## src/rtl/ram_rd_streamer.sv

```systemverilog
// Sequential RAM read engine: issues credit-limited reads and streams bytes out valid/ready.
// Optional RD_STREAMER_WRAP_EN: addresses wrap modulo 2**ADDR_W instead of rejecting overruns.
module ram_rd_streamer #(
   parameter int unsigned ADDR_W = 11,
   parameter int unsigned DATA_W = 8,
   parameter int unsigned LEN_W  = 12,
   parameter int unsigned RD_LAT = 1
) (
   input  logic              Clk,
   input  logic              Rst_n,
   input  logic              Start_i,
   input  logic [ADDR_W-1:0] StartAddr_i,
   input  logic [LEN_W-1:0]  Len_i,
   output logic              Busy_o,
   output logic              Done_o,
   output logic              Err_o,
   output logic [ADDR_W-1:0] RA_o,
   output logic              RClk_En_o,
   input  logic [DATA_W-1:0] RD_i,
   output logic [DATA_W-1:0] Data_o,
   output logic              Valid_o,
   input  logic              Ready_i,
   output logic              Last_o
);

   localparam int unsigned DEPTH   = RD_LAT + 2;
   localparam int unsigned CNT_W   = $clog2(DEPTH + 1);
   localparam int unsigned PTR_W   = $clog2(DEPTH);
   localparam int unsigned MAX_LEN = 1 << ADDR_W;

   typedef enum logic [1:0] {
      ST_IDLE,
      ST_RUN,
      ST_DRAIN,
      ST_FIN
   } state_t;

   state_t             state_q, state_d;
   logic [ADDR_W-1:0]  addr_q, addr_d;
   logic [LEN_W-1:0]   rem_q, rem_d;
   logic               err_q, err_d;
   logic [RD_LAT-1:0]  pipe_vld_q, pipe_vld_d;
   logic [RD_LAT-1:0]  pipe_last_q, pipe_last_d;
   logic [CNT_W-1:0]   infl_q, infl_d;
   logic [CNT_W-1:0]   cnt_q, cnt_d;
   logic [PTR_W-1:0]   wr_ptr_q, wr_ptr_d;
   logic [PTR_W-1:0]   rd_ptr_q, rd_ptr_d;
   logic [DATA_W:0]    mem_q [DEPTH];

   logic               req_ok;
   logic               len_zero;
   logic               issue;
   logic               push;
   logic               pop;
   logic               head_last;
   logic [CNT_W:0]     used;

   function automatic logic [PTR_W-1:0] ptr_inc(input logic [PTR_W-1:0] p);
      return (32'(p) == DEPTH - 1) ? '0 : p + PTR_W'(1);
   endfunction

`ifdef RD_STREAMER_WRAP_EN
   always_comb begin
      req_ok = (32'(Len_i) <= MAX_LEN);
   end
`else
   logic [ADDR_W:0] end_addr;

   // Length is bounded first so the ADDR_W+1 bit end address cannot overflow.
   always_comb begin
      end_addr = {1'b0, StartAddr_i} + Len_i[ADDR_W:0];
      req_ok   = (32'(Len_i) <= MAX_LEN) && (32'(end_addr) <= MAX_LEN);
   end
`endif

   always_comb begin
      len_zero  = (Len_i == '0);
      used      = {1'b0, infl_q} + {1'b0, cnt_q};
      // Reads in flight plus buffered beats never exceed the FIFO depth.
      issue     = (state_q == ST_RUN) && (32'(used) < DEPTH);
      push      = pipe_vld_q[RD_LAT-1];
      pop       = (cnt_q != '0) && Ready_i;
      head_last = mem_q[rd_ptr_q][DATA_W];
   end

   always_comb begin
      state_d = state_q;
      addr_d  = addr_q;
      rem_d   = rem_q;
      err_d   = 1'b0;
      unique case (state_q)
         ST_IDLE: begin
            if (Start_i) begin
               if (!req_ok) begin
                  err_d = 1'b1;
               end else if (len_zero) begin
                  state_d = ST_FIN;
               end else begin
                  state_d = ST_RUN;
                  addr_d  = StartAddr_i;
                  rem_d   = Len_i;
               end
            end
         end
         ST_RUN: begin
            if (issue) begin
               addr_d = addr_q + ADDR_W'(1);
               rem_d  = rem_q - LEN_W'(1);
               if (rem_q == LEN_W'(1)) begin
                  state_d = ST_DRAIN;
               end
            end
         end
         ST_DRAIN: begin
            if (pop && head_last) begin
               state_d = ST_FIN;
            end
         end
         ST_FIN: begin
            state_d = ST_IDLE;
         end
         default: begin
            state_d = ST_IDLE;
         end
      endcase
   end

   always_comb begin
      pipe_vld_d  = RD_LAT'({pipe_vld_q, issue});
      pipe_last_d = RD_LAT'({pipe_last_q, issue && (rem_q == LEN_W'(1))});
      infl_d      = infl_q + CNT_W'(issue) - CNT_W'(push);
      cnt_d       = cnt_q + CNT_W'(push) - CNT_W'(pop);
      wr_ptr_d    = push ? ptr_inc(wr_ptr_q) : wr_ptr_q;
      rd_ptr_d    = pop  ? ptr_inc(rd_ptr_q) : rd_ptr_q;
   end

   always_ff @(posedge Clk or negedge Rst_n) begin
      if (!Rst_n) begin
         state_q     <= ST_IDLE;
         addr_q      <= '0;
         rem_q       <= '0;
         err_q       <= 1'b0;
         pipe_vld_q  <= '0;
         pipe_last_q <= '0;
         infl_q      <= '0;
         cnt_q       <= '0;
         wr_ptr_q    <= '0;
         rd_ptr_q    <= '0;
         for (int unsigned i = 0; i < DEPTH; i++) begin
            mem_q[i] <= '0;
         end
      end else begin
         state_q     <= state_d;
         addr_q      <= addr_d;
         rem_q       <= rem_d;
         err_q       <= err_d;
         pipe_vld_q  <= pipe_vld_d;
         pipe_last_q <= pipe_last_d;
         infl_q      <= infl_d;
         cnt_q       <= cnt_d;
         wr_ptr_q    <= wr_ptr_d;
         rd_ptr_q    <= rd_ptr_d;
         if (push) begin
            mem_q[wr_ptr_q] <= {pipe_last_q[RD_LAT-1], RD_i};
         end
      end
   end

   assign Busy_o    = (state_q != ST_IDLE);
   assign Done_o    = (state_q == ST_FIN);
   assign Err_o     = err_q;
   assign RClk_En_o = issue;
   assign RA_o      = issue ? addr_q : '0;
   assign Valid_o   = (cnt_q != '0);
   assign Data_o    = Valid_o ? mem_q[rd_ptr_q][DATA_W-1:0] : '0;
   assign Last_o    = Valid_o && head_last;

endmodule

```

## config.mk

```make
export PLATFORM = sky130hd
export DESIGN_NAME = ram_rd_streamer
export DESIGN_NICKNAME = d
export VERILOG_FILES = /design/src/rtl/ram_rd_streamer.sv
export SDC_FILE = /design/constraint.sdc
export NUM_CORES = 1
export LEC_CHECK = 0
export ABC_AREA = 1
export BUFFER_PORTS_ARGS = -buffer_cell sky130_fd_sc_hd__buf_2
export CAP_MARGIN = 20
export CORE_MARGIN = 2
export CORE_UTILIZATION = 50
export DETAILED_ROUTE_END_ITERATION = 6
export PLACE_DENSITY = 0.71
export RECOVER_POWER = 25
export SLEW_MARGIN = 15
export SYNTH_ARGS = -nofsm -noshare
export SYNTH_HDL_FRONTEND = slang
export SYNTH_SLANG_ARGS = --single-unit
```

## constraint.sdc

```tcl
create_clock -name Clk -period 2.9 [get_ports Clk]
set_clock_uncertainty 0.1 [all_clocks]
set_input_delay 0.145 -clock Clk [delete_from_list [all_inputs] [get_ports Clk]]
set_output_delay 0.145 -clock Clk [all_outputs]
set_load 0.1 [all_outputs]
```

==> run summary <==
Status - finished, violations left
Failing checks - capacitance limit, slew limit
Final count of pins violating max slew - 33
CORE AREA - 8260 µm²
Starting Density - 51.7%
# rows - 33
Area grow syn2layout - 22.2%
I/O Buffers - 59
Yosys top cell by area - dfrtp_1
# fillers - 741
Die area - 9290 µm²
Post-synth EDFFs - 0
Fin crit share - 92.6%
Bufs and invs on worst path - 4
RSZ-0062 raised after global routing - no
Synth cell types - 36
Crit. End Element - output pin
Clock root cell - clkbuf_8
Syn Inst Count - 612
Worst Setup Start Kind - flop
DRT antenna net count - 0
H-tree depth reported by CTS - 3
Pin count of the biggest net entering global routing - 34
Peak supply drop - 0.478 mV
Via-per-instance ratio - 5.30
Area of the multi-input gates - 2380 µm²
Num ports - 60
TNS Setup - 0 ns
Die W - 96.4 µm
Critical path's largest stage delay - 0.44 ns
Crit Path Class - flop to output pin
LEAKAGE - 0.00279 µW
Ranking of synthesized cells by area - dfrtp_1 37%, nand2_1 18%, inv_1 7.0%
Syn Nets - 672
Total number of vias - 4196
Initial antenna violation count - 0
Share of the synthesized area in the top cell type - 37.0%
Slew @ Worst Pin - 1.87 ns
Pwr Density - 1240 nW/µm²
# DRC - 0
CTS max path bufs - 2
Routed WL - 10900 µm
Vias in the first global route - 4038
Final GP Congestion - 0.923
Share of post-route cells with drive strength above 1 - 15.6%
Tightest hold margin - 0.00973 ns
Worst path arrival time - 2.44 ns
Hold depth - 3
Worst-path cell chain - ha_1, fa_1, a21oi_1, inv_1, nor2_4, clkinvlp_4, buf_12, nor2_4, buf_12
Worst Path Required - 2.65 ns
Worst path slowest cell - fa_1
Reg clk slew, reported paths - 0.07 ns
Fmax - 0.372 GHz
Most used DFF post-synth - dfrtp_1
Total Nets Final - 742
DR iter-0 viols - 221
Final worst path period need - 2.69 ns
Final Core Density - 63.1%
Syn Area/Cell - 6.97 µm²
Stages on the worst setup path - 9
R2R depth - 8
CP top delay family - adder cells
Inserted Clock Buffers - 9
ANT cells - 0
Storage cell area - 1580 µm²
HPWL Detailed - 8100 µm
Final hold violations - 0
CTS tree - yes
Post-Place Worst Slack - 0.266 ns
DR WL/cell - 13.8 µm
Die Ht - 96.4 µm
Yosys warnings - 0
Final worst slack - 0.215 ns
Sink Count - 63
Fraction of registers with async set/reset - 100%
Crit-path max FO - 11
Register area share after synthesis - 37.0%
Grt ovf - 0
Post-Syn Area - 4270 µm²
FF+latch count, synth - 63
Total track usage - 24.9%
DRT Pass-1 Iters - 6
Final setup violation count - 0
Clock latency at the later pin of the worst-skew pair - 0.35 ns
Max-cap viol count - 1
First-pass GRT wire length - 18100 µm
Hold Path Class - input pin to flop
Rel. slew slack - -24.9%
-- worst paths after layout --
kind | slack [ns] | from | end
max in group asynchronous | 0.87 | Rst_n | mem_q[12]
max reg2reg | 0.66 | cnt_q[0] | state_q[1]
max | 0.21 | cnt_q[0] | RA_o[7]
min in group asynchronous | 0.74 | Rst_n | infl_q[1]
min reg2reg | 0.38 | addr_q[10] | addr_q[10]
min | 0.01 | RD_i[2] | mem_q[2]
-- registers in the layout (all words and copies together), names as in the netlist --
register / flops
addr_q: 11
pipe_last_q: 1
state_q: 2
Err_o: 1
infl_q: 2
rem_q: 12
cnt_q: 2
mem_q: 27
rd_ptr_q: 2
pipe_vld_q: 1
wr_ptr_q: 2
-- worst min-delay path: stages --
cell and delay, ns:
buf_2 0.09, inv_1 0.08, o21ai_0 0.09
-- stage by stage --
stage	instance area [µm²]	instances	power (µW)
6_report	5210	792	6450
5_1_grt	5210	792	6920
4_1_cts	5220	792	6450
3_5_place_dp	4910	767	5610
3_3_place_gp	4910	767	5500
2_1_floorplan	4350	612	4730
-- placed cells by master (no fill, tap or decap), types with 2 or more instances in the layout --
cell / count
clkinv_2: 2
a21oi_1: 10
o21ai_0: 48
nor2_4: 12
clkbuf_8: 9
dlygate4sd3_1: 8
o21bai_1: 3
nand2_1: 209
fa_1: 2
a31oi_1: 3
xnor2_1: 5
buf_12: 12
inv_1: 78
nand3_1: 34
xor2_1: 8
dfrtp_1: 63
nor3_1: 5
nand4_1: 30
or2_2: 5
nor2_1: 39
clkinvlp_4: 3
buf_2: 48
o31ai_1: 2
ha_1: 23
buf_4: 8
-- final cells by class --
type | count | share of cell area (%)
tap | 105 | 2.52
timing repair buffer | 77 | 12.0
inverter | 79 | 5.76
clock inverter | 7 | 1.39
multi-input combinational | 452 | 45.7
sequential | 63 | 30.2
clock buffer | 9 | 2.38
-- power breakdown --
group | total [µW] | internal (µW) | switching (µW)
clock network | 767 | 397 | 370
registers | 1600 | 1290 | 309
logic | 4080 | 1130 | 2950
total | 6450 | 2810 | 3630
-- cell families (layout without fill, tap and decap cells) --
logic type	count (synthesis)	after routing	synth area share, %
AND/OR/NAND/NOR	343	343	34.6
buffers and inverters	97	172	9.09
AO/OA/AOI/OAI	71	71	9.00
flip-flops	63	63	37.0
adder cells (fa/ha/maj)	25	25	7.68
XOR/XNOR	13	13	2.67
-- metal layers --
metal	share of wire (%)	wire [µm]	GRT usage, %	up-vias
met5	0	0	0	-
met4	2.2	239	8.45	0
met2	49	5300	43.5	112
met3	4.9	535	4.73	19
li1	-	-	-	2102
met1	44	4820	30.9	1963
-- repair_timing --
action,in CTS,in global routing
resized for setup,1,0
endpoints found under the hold margin,48,0
hold buffers,8,0
setup buffers,1,0
endpoints found under the setup margin,3,0
-- cell usage after synthesis, types with 2 or more instances --
master	count
xor2_1	8
fa_1	2
nor3_1	5
nor2_1	50
dfrtp_1	63
o21ai_0	48
a21oi_1	10
o31ai_1	2
nand4_1	30
nand2_1	209
xnor2_1	5
clkbuf_1	13
a31oi_1	3
ha_1	23
inv_1	79
buf_6	2
or2_2	5
buf_4	2
o21bai_1	3
nand3_1	34
Note: power is estimated with default switching activity, not from simulation.
